File: src/rtl/vend_pkg.sv
// Shared vending-machine types: coin encoding, coin values and dispenser states.
package vend_pkg;

  typedef enum logic [1:0] {
    CoinNickel  = 2'd0,
    CoinDime    = 2'd1,
    CoinQuarter = 2'd2,
    CoinDollar  = 2'd3
  } coin_e;

  localparam int unsigned NickelCents  = 5;
  localparam int unsigned DimeCents    = 10;
  localparam int unsigned QuarterCents = 25;
  localparam int unsigned DollarCents  = 100;

  typedef enum logic [2:0] {
    StIdle,
    StSelect,
    StReq,
    StGap,
    StDone,
    StJam
  } disp_state_e;

  function automatic int unsigned coin_cents(coin_e c);
    int unsigned cents;
    case (c)
      CoinNickel:  cents = NickelCents;
      CoinDime:    cents = DimeCents;
      CoinQuarter: cents = QuarterCents;
      default:     cents = DollarCents;
    endcase
    return cents;
  endfunction

endpackage

File: src/rtl/change_dispenser_if.sv
// Request/acknowledge handshake between the change dispenser and the coin ejector.
interface change_dispenser_if;
  import vend_pkg::*;

  logic  eject_req;
  coin_e eject_type;
  logic  eject_ack;

  modport master (
    output eject_req,
    output eject_type,
    input  eject_ack
  );

  modport slave (
    input  eject_req,
    input  eject_type,
    output eject_ack
  );

endinterface

File: src/rtl/coin_tube_counter.sv
// Per-tube coin inventory: saturating refill increment, ack decrement, simultaneous = hold.
module coin_tube_counter #(
  parameter int unsigned CNT_W      = 8,
  parameter int unsigned INIT_COUNT = 20
) (
  input  logic             clk,
  input  logic             rst,
  input  logic             inc,
  input  logic             dec,
  output logic [CNT_W-1:0] count
);

  logic [CNT_W-1:0] count_q, count_d;

  always_comb begin
    count_d = count_q;
    if (inc && !dec) begin
      if (count_q != '1) count_d = count_q + 1'b1;
    end else if (dec && !inc) begin
      if (count_q != '0) count_d = count_q - 1'b1;
    end
  end

  always_ff @(posedge clk) begin
    if (rst) begin
      count_q <= CNT_W'(INIT_COUNT);
    end else begin
      count_q <= count_d;
    end
  end

  assign count = count_q;

endmodule

File: src/rtl/change_dispenser.sv
// Greedy coin-return sequencer: dollars, quarters, dimes, nickels, one ejector handshake
// per coin, with per-tube inventory, shortfall reporting and ejector-timeout jam.
module change_dispenser
  import vend_pkg::*;
#(
  parameter int unsigned AMT_W          = 10,
  parameter int unsigned CNT_W          = 8,
  parameter int unsigned INIT_COUNT     = 20,
  parameter int unsigned GAP_CYCLES     = 4,
  parameter int unsigned TIMEOUT_CYCLES = 1000
) (
  input  logic                      clk,
  input  logic                      rst,
  input  logic                      start,
  input  logic [AMT_W-1:0]          change_amt,
  change_dispenser_if.master        ejector,
  input  logic                      refill_valid,
  input  logic [1:0]                refill_type,
  input  logic                      clear,
  output logic                      busy,
  output logic                      done,
  output logic                      short,
  output logic                      jam,
  output logic [AMT_W-1:0]          remaining,
  output logic [CNT_W-1:0]          inv_nickel,
  output logic [CNT_W-1:0]          inv_dime,
  output logic [CNT_W-1:0]          inv_quarter,
  output logic [CNT_W-1:0]          inv_dollar
);

  // One timer serves both the REQ timeout and the GAP settle count.
  localparam int unsigned TmrMax = (TIMEOUT_CYCLES > GAP_CYCLES) ? TIMEOUT_CYCLES : GAP_CYCLES;
  localparam int unsigned TmrW   = $clog2(TmrMax + 1);

  disp_state_e      state_q, state_d;
  logic [AMT_W-1:0] rem_q, rem_d;
  coin_e            type_q, type_d;
  logic             short_q, short_d;
  logic [TmrW-1:0]  timer_q, timer_d;
  logic             ack_take;

  logic [CNT_W-1:0] inv [4];
  logic             pick_ok;
  coin_e            pick_type;

  // Largest coin that fits the amount still owed and is in stock.
  always_comb begin
    pick_ok   = 1'b1;
    pick_type = CoinNickel;
    if (inv[CoinDollar] != '0 && rem_q >= AMT_W'(DollarCents)) begin
      pick_type = CoinDollar;
    end else if (inv[CoinQuarter] != '0 && rem_q >= AMT_W'(QuarterCents)) begin
      pick_type = CoinQuarter;
    end else if (inv[CoinDime] != '0 && rem_q >= AMT_W'(DimeCents)) begin
      pick_type = CoinDime;
    end else if (inv[CoinNickel] != '0 && rem_q >= AMT_W'(NickelCents)) begin
      pick_type = CoinNickel;
    end else begin
      pick_ok = 1'b0;
    end
  end

  always_comb begin
    state_d  = state_q;
    rem_d    = rem_q;
    type_d   = type_q;
    short_d  = short_q;
    timer_d  = timer_q;
    ack_take = 1'b0;
    unique case (state_q)
      StIdle: begin
        if (start) begin
          rem_d   = change_amt;
          short_d = 1'b0;
          state_d = StSelect;
        end
      end
      StSelect: begin
        if (rem_q == '0) begin
          state_d = StDone;
        end else if (pick_ok) begin
          type_d  = pick_type;
          timer_d = '0;
          state_d = StReq;
        end else begin
          short_d = 1'b1;
          state_d = StDone;
        end
      end
      StReq: begin
        if (ejector.eject_ack) begin
          ack_take = 1'b1;
          rem_d    = rem_q - AMT_W'(coin_cents(type_q));
          timer_d  = '0;
          state_d  = StGap;
        end else if (timer_q == TmrW'(TIMEOUT_CYCLES - 1)) begin
          state_d = StJam;
        end else begin
          timer_d = timer_q + 1'b1;
        end
      end
      StGap: begin
        if (timer_q == TmrW'(GAP_CYCLES - 1)) begin
          state_d = StSelect;
        end else begin
          timer_d = timer_q + 1'b1;
        end
      end
      StDone: state_d = StIdle;
      StJam: begin
        if (clear) state_d = StIdle;
      end
      default: state_d = StIdle;
    endcase
  end

  always_ff @(posedge clk) begin
    if (rst) begin
      state_q <= StIdle;
      rem_q   <= '0;
      type_q  <= CoinNickel;
      short_q <= 1'b0;
      timer_q <= '0;
    end else begin
      state_q <= state_d;
      rem_q   <= rem_d;
      type_q  <= type_d;
      short_q <= short_d;
      timer_q <= timer_d;
    end
  end

  for (genvar i = 0; i < 4; i++) begin : g_tube
    coin_tube_counter #(
      .CNT_W      (CNT_W),
      .INIT_COUNT (INIT_COUNT)
    ) u_tube (
      .clk   (clk),
      .rst   (rst),
      .inc   (refill_valid && (refill_type == 2'(i))),
      .dec   (ack_take && (type_q == coin_e'(i))),
      .count (inv[i])
    );
  end

  assign ejector.eject_req  = (state_q == StReq);
  assign ejector.eject_type = type_q;
  assign busy        = (state_q != StIdle) && (state_q != StJam);
  assign done        = (state_q == StDone);
  assign jam         = (state_q == StJam);
  assign short       = short_q;
  assign remaining   = rem_q;
  assign inv_nickel  = inv[CoinNickel];
  assign inv_dime    = inv[CoinDime];
  assign inv_quarter = inv[CoinQuarter];
  assign inv_dollar  = inv[CoinDollar];

endmodule

File: src/flat_wrapper.sv
// flat-port wrapper written by rule: the top's interface ports become plain ports
module change_dispenser_flat import vend_pkg::*;
#(
  parameter int unsigned AMT_W          = 10,
  parameter int unsigned CNT_W          = 8,
  parameter int unsigned INIT_COUNT     = 20,
  parameter int unsigned GAP_CYCLES     = 4,
  parameter int unsigned TIMEOUT_CYCLES = 1000
)
  (clk, rst, start, change_amt, refill_valid, refill_type, clear, busy, done, short, jam, remaining, inv_nickel, inv_dime, inv_quarter, inv_dollar, ejector_eject_req, ejector_eject_type, ejector_eject_ack);
  change_dispenser_if ejector_i ();
  input  logic clk;
  input  logic rst;
  input  logic start;
  input  logic [AMT_W-1:0] change_amt;
  input  logic refill_valid;
  input  logic [1:0] refill_type;
  input  logic clear;
  output logic busy;
  output logic done;
  output logic short;
  output logic jam;
  output logic [AMT_W-1:0] remaining;
  output logic [CNT_W-1:0] inv_nickel;
  output logic [CNT_W-1:0] inv_dime;
  output logic [CNT_W-1:0] inv_quarter;
  output logic [CNT_W-1:0] inv_dollar;
  output wire logic [$bits(ejector_i.eject_req)-1:0] ejector_eject_req;
  output wire logic [$bits(ejector_i.eject_type)-1:0] ejector_eject_type;
  input wire logic [$bits(ejector_i.eject_ack)-1:0] ejector_eject_ack;
  assign ejector_eject_req = ejector_i.eject_req;
  assign ejector_eject_type = ejector_i.eject_type;
  assign ejector_i.eject_ack = ejector_eject_ack;
  change_dispenser #(.AMT_W(AMT_W), .CNT_W(CNT_W), .INIT_COUNT(INIT_COUNT), .GAP_CYCLES(GAP_CYCLES), .TIMEOUT_CYCLES(TIMEOUT_CYCLES)) u_core (.clk(clk), .rst(rst), .start(start), .change_amt(change_amt), .ejector(ejector_i), .refill_valid(refill_valid), .refill_type(refill_type), .clear(clear), .busy(busy), .done(done), .short(short), .jam(jam), .remaining(remaining), .inv_nickel(inv_nickel), .inv_dime(inv_dime), .inv_quarter(inv_quarter), .inv_dollar(inv_dollar));
endmodule
File: config.mk
export PLATFORM = sky130hd
export DESIGN_NAME = change_dispenser_flat
export DESIGN_NICKNAME = d
export VERILOG_FILES = /design/src/rtl/vend_pkg.sv /design/src/rtl/change_dispenser_if.sv /design/src/rtl/coin_tube_counter.sv /design/src/rtl/change_dispenser.sv /design/src/flat_wrapper.sv
export SDC_FILE = /design/constraint.sdc
export NUM_CORES = 1
export LEC_CHECK = 0
export BUFFER_PORTS_ARGS = -buffer_cell sky130_fd_sc_hd__clkbuf_2
export CAP_MARGIN = 15
export CORE_ASPECT_RATIO = 1.2
export CORE_MARGIN = 4
export CORE_UTILIZATION = 40
export DETAILED_ROUTE_END_ITERATION = 12
export GPL_ROUTABILITY_DRIVEN = 0
export PLACE_DENSITY = 0.6
export SLEW_MARGIN = 20
export SYNTH_ARGS = -nofsm -noshare
export SYNTH_HDL_FRONTEND = slang
export SYNTH_HIERARCHICAL = 1
export SYNTH_SLANG_ARGS = --single-unit
export TNS_END_PERCENT = 20
File: constraint.sdc
create_clock -name clk -period 4.6 [get_ports clk]
set_input_delay 1.38 -clock clk [delete_from_list [all_inputs] [get_ports clk]]
set_output_delay 1.38 -clock clk [all_outputs]
set_load 0.1 [all_outputs]
==> reports/results.tsv <==
metric	value	unit
Setup Fix Bufs, Post-CTS	0	
synthesized cell area	4670	um^2
NetSw	1790	uW
Distinct cells, synth	64	
antenna violations before repair	0	
ant diodes	0	
Setup Crit Path Kind	register to register	
Cell Pwr Density	624	nW/um^2
synthesized flop and latch total	58	
layout cell share with drive strength beyond 1	17.2	%
final cycle utilization of the critical path	85.0	%
FMAX	256	MHz
CTS tree	yes	
most area-consuming cells after synthesis	dfxtp_1 25%, ha_1 11%, nor2_1 5.5%	
largest net degree at the start of global routing	36	
Die Span Y	126	um
Post-synth top cells	68 x nor2_1, 58 x dfxtp_1, 42 x ha_1	
largest buffer count on any clock path	2	
Port Buffer Count	66	
VDD IR-drop max	0.325	mV
clk_lat worst skew	0.32	ns
leakage	0.00223	uW
DR WL/cell	15.2	um
most common flop cell mapped by yosys	dfxtp_1	
Die X	107	um
Final nets	693	
Register Area	1160	um^2
total clock sinks	58	
post-route cell area	5380	um^2
1st-iter DRT viols	200	
Area growth syn-to-layout	15.1	%
final setup fails	0	
post-layout minimum cycle time	3.91	ns
CTS Hold Bufs	0	
drt total wl	12000	um
critical-path maximum fanout	21	
register area share after synthesis	24.8	%
Fillers	1220	
CTS Buf Count	9	
Reg clk slew, reported paths	0.05	ns
Post-DP HPWL	9050	um
Async S/R FF share, synth	0	%
Cell Rows	43	
die area	13500	um^2
Mapped Avg Cell Area	8.23	um^2
Total GRT Usage	18.2	%
area taken by multi-input logic gates	3280	um^2
post-synth net total	633	
Final Hold Viols	0	
Max Slew Vio Count	0	
Slew headroom	46.4	%
Synth Instances	568	
H-tree levels	3	
post-cts sizing count	0	
vias after detailed routing	4448	
YS warnings	6	
Antenna Nets Post-Route	0	
outcome	completed	
Worst setup EP type	register	
RSZ-0062 raised after global routing	no	
Reg power frac	22.7	%
GRT Residual Overflow	0	
DRC	0	
Yosys top cell area share	24.8	%
setup TNS	0	ns
Worst Setup Start Kind	register	
most frequent cell after synthesis	nor2_1	
MaxCap Viol Count	0	
Clock Root Buffer	clkbuf_16	
actual slew at the worst max-slew pin	0.799	ns
switching part of the total	53.4	%
Top Ports	67	
first-pass GRT wire length	20300	um
DR pass1 iterations	4	
clock share of power	18.9	%
placed inst area	5100	um^2
Initial Util	40.6	%
Worst Path Required	4.81	ns
hold crit path type	register to register	
critical path data arrival time	4.12	ns
DR vias/cell	5.63	
number of flops mapped to enable cells by yosys	0	
Comb power frac	58.3	%
Worst Skew	0.00367	ns
Internal	1570	uW
Synth area leader	dfxtp_1	
vias in the first global route	4321	
core area	11500	um^2
## registers in the layout, summed over array words and instances (netlist names)
signal	count
u_core/remaining	10
u_core/timer_q	10
u_core/g_tube.u_tube/count	32
u_core/state_q	3
u_core/ejector.eject_type	2
u_core/short	1
## area by class of cell
| cell class | count | area share [%] |
|---|---|---|
| tap | 157 | 3.65 |
| inverter | 31 | 2.16 |
| clock buffer | 14 | 5.09 |
| multi-input combinational | 461 | 61.0 |
| timing repair buffer | 67 | 6.28 |
| clock inverter | 2 | 0.186 |
| sequential | 58 | 21.6 |
## worst max-delay path, stage by stage, from the launching register on
cell and delay (ns):
dfxtp_1 0.42, inv_2 0.08, or3_4 0.46, inv_1 0.35, and3_1 0.22, inv_1 0.05, ha_1 0.25, inv_1 0.25
ha_1 0.31, a211oi_1 0.37, nor2_1 0.11, a2111oi_1 0.48, a2111oi_2 0.12, mux2_4 0.32
## cells in the final DEF (no fill, tap or decap), types with 9 or more instances in the layout
cell type  count
a211oi_1      21
a21oi_1       26
and3_1        11
clkbuf_16      9
clkbuf_2      66
dfxtp_1       58
ha_1          42
inv_1         30
mux2i_1       15
nand2_1       37
nand3_1       14
nor2_1        68
nor2b_1       11
nor3_1        15
nor4_1        11
o21ai_0       20
or3_1         19
xor2_1        11
## layer usage
metal / up-vias / share of wire (%) / GRT usage (%)
li1: 2245 / - / -
met1: 2128 / 47 / 23.3
met2: 69 / 48 / 30.9
met3: 6 / 3.9 / 4.07
met4: 0 / 0.54 / 4.74
met5: - / 0 / 0
## path summary, 6_finish.rpt
kind	from	end	slack, ns	cells after the start
min	u_core/timer_q[9]	u_core/timer_q[9]	0.50	2
max	u_core/state_q[1]	u_core/g_tube[2].u_tube/count[7]	0.69	13
min reg2reg	u_core/timer_q[9]	u_core/timer_q[9]	0.50	2
max reg2reg	u_core/state_q[1]	u_core/g_tube[2].u_tube/count[7]	0.69	13
## metrics by stage
stage          std cells  hold WS, ns  setup WS, ns  total power (uW)  utilization, %
2_1_floorplan        568        0.465         0.430              2400               -
6_report             790        0.504         0.690              3360            46.7
3_5_place_dp         774        0.492         0.530              2720            44.3
3_3_place_gp         774        0.476         0.655              2690            44.3
4_1_cts              790        0.500         0.749              3380            46.7
5_1_grt              790        0.549         0.434              3590            46.7
## power by group through the flow
stage                     clock (uW)  sequential [uW]  combinational, uW
after floorplan                    0             1290               1110
after global placement             0              766               1920
after detailed placement           0              773               1950
after CTS                        655              764               1960
after global routing             674              781               2140
final                            635              763               1960
## kinds of logic (layout without fill, tap and decap cells)
family,Yosys count,in the layout,share of synthesized area [%]
AOI/OAI and AO/OA,140,140,21.7
xor gates and xnor gates,17,17,3.19
adders and majority gates,47,47,13.4
buffers and inverters,49,114,4.90
DFF,58,58,24.8
muxes,23,23,5.38
and+or+nand+nor,234,234,26.6
Note: power is estimated with default switching activity, not from simulation.
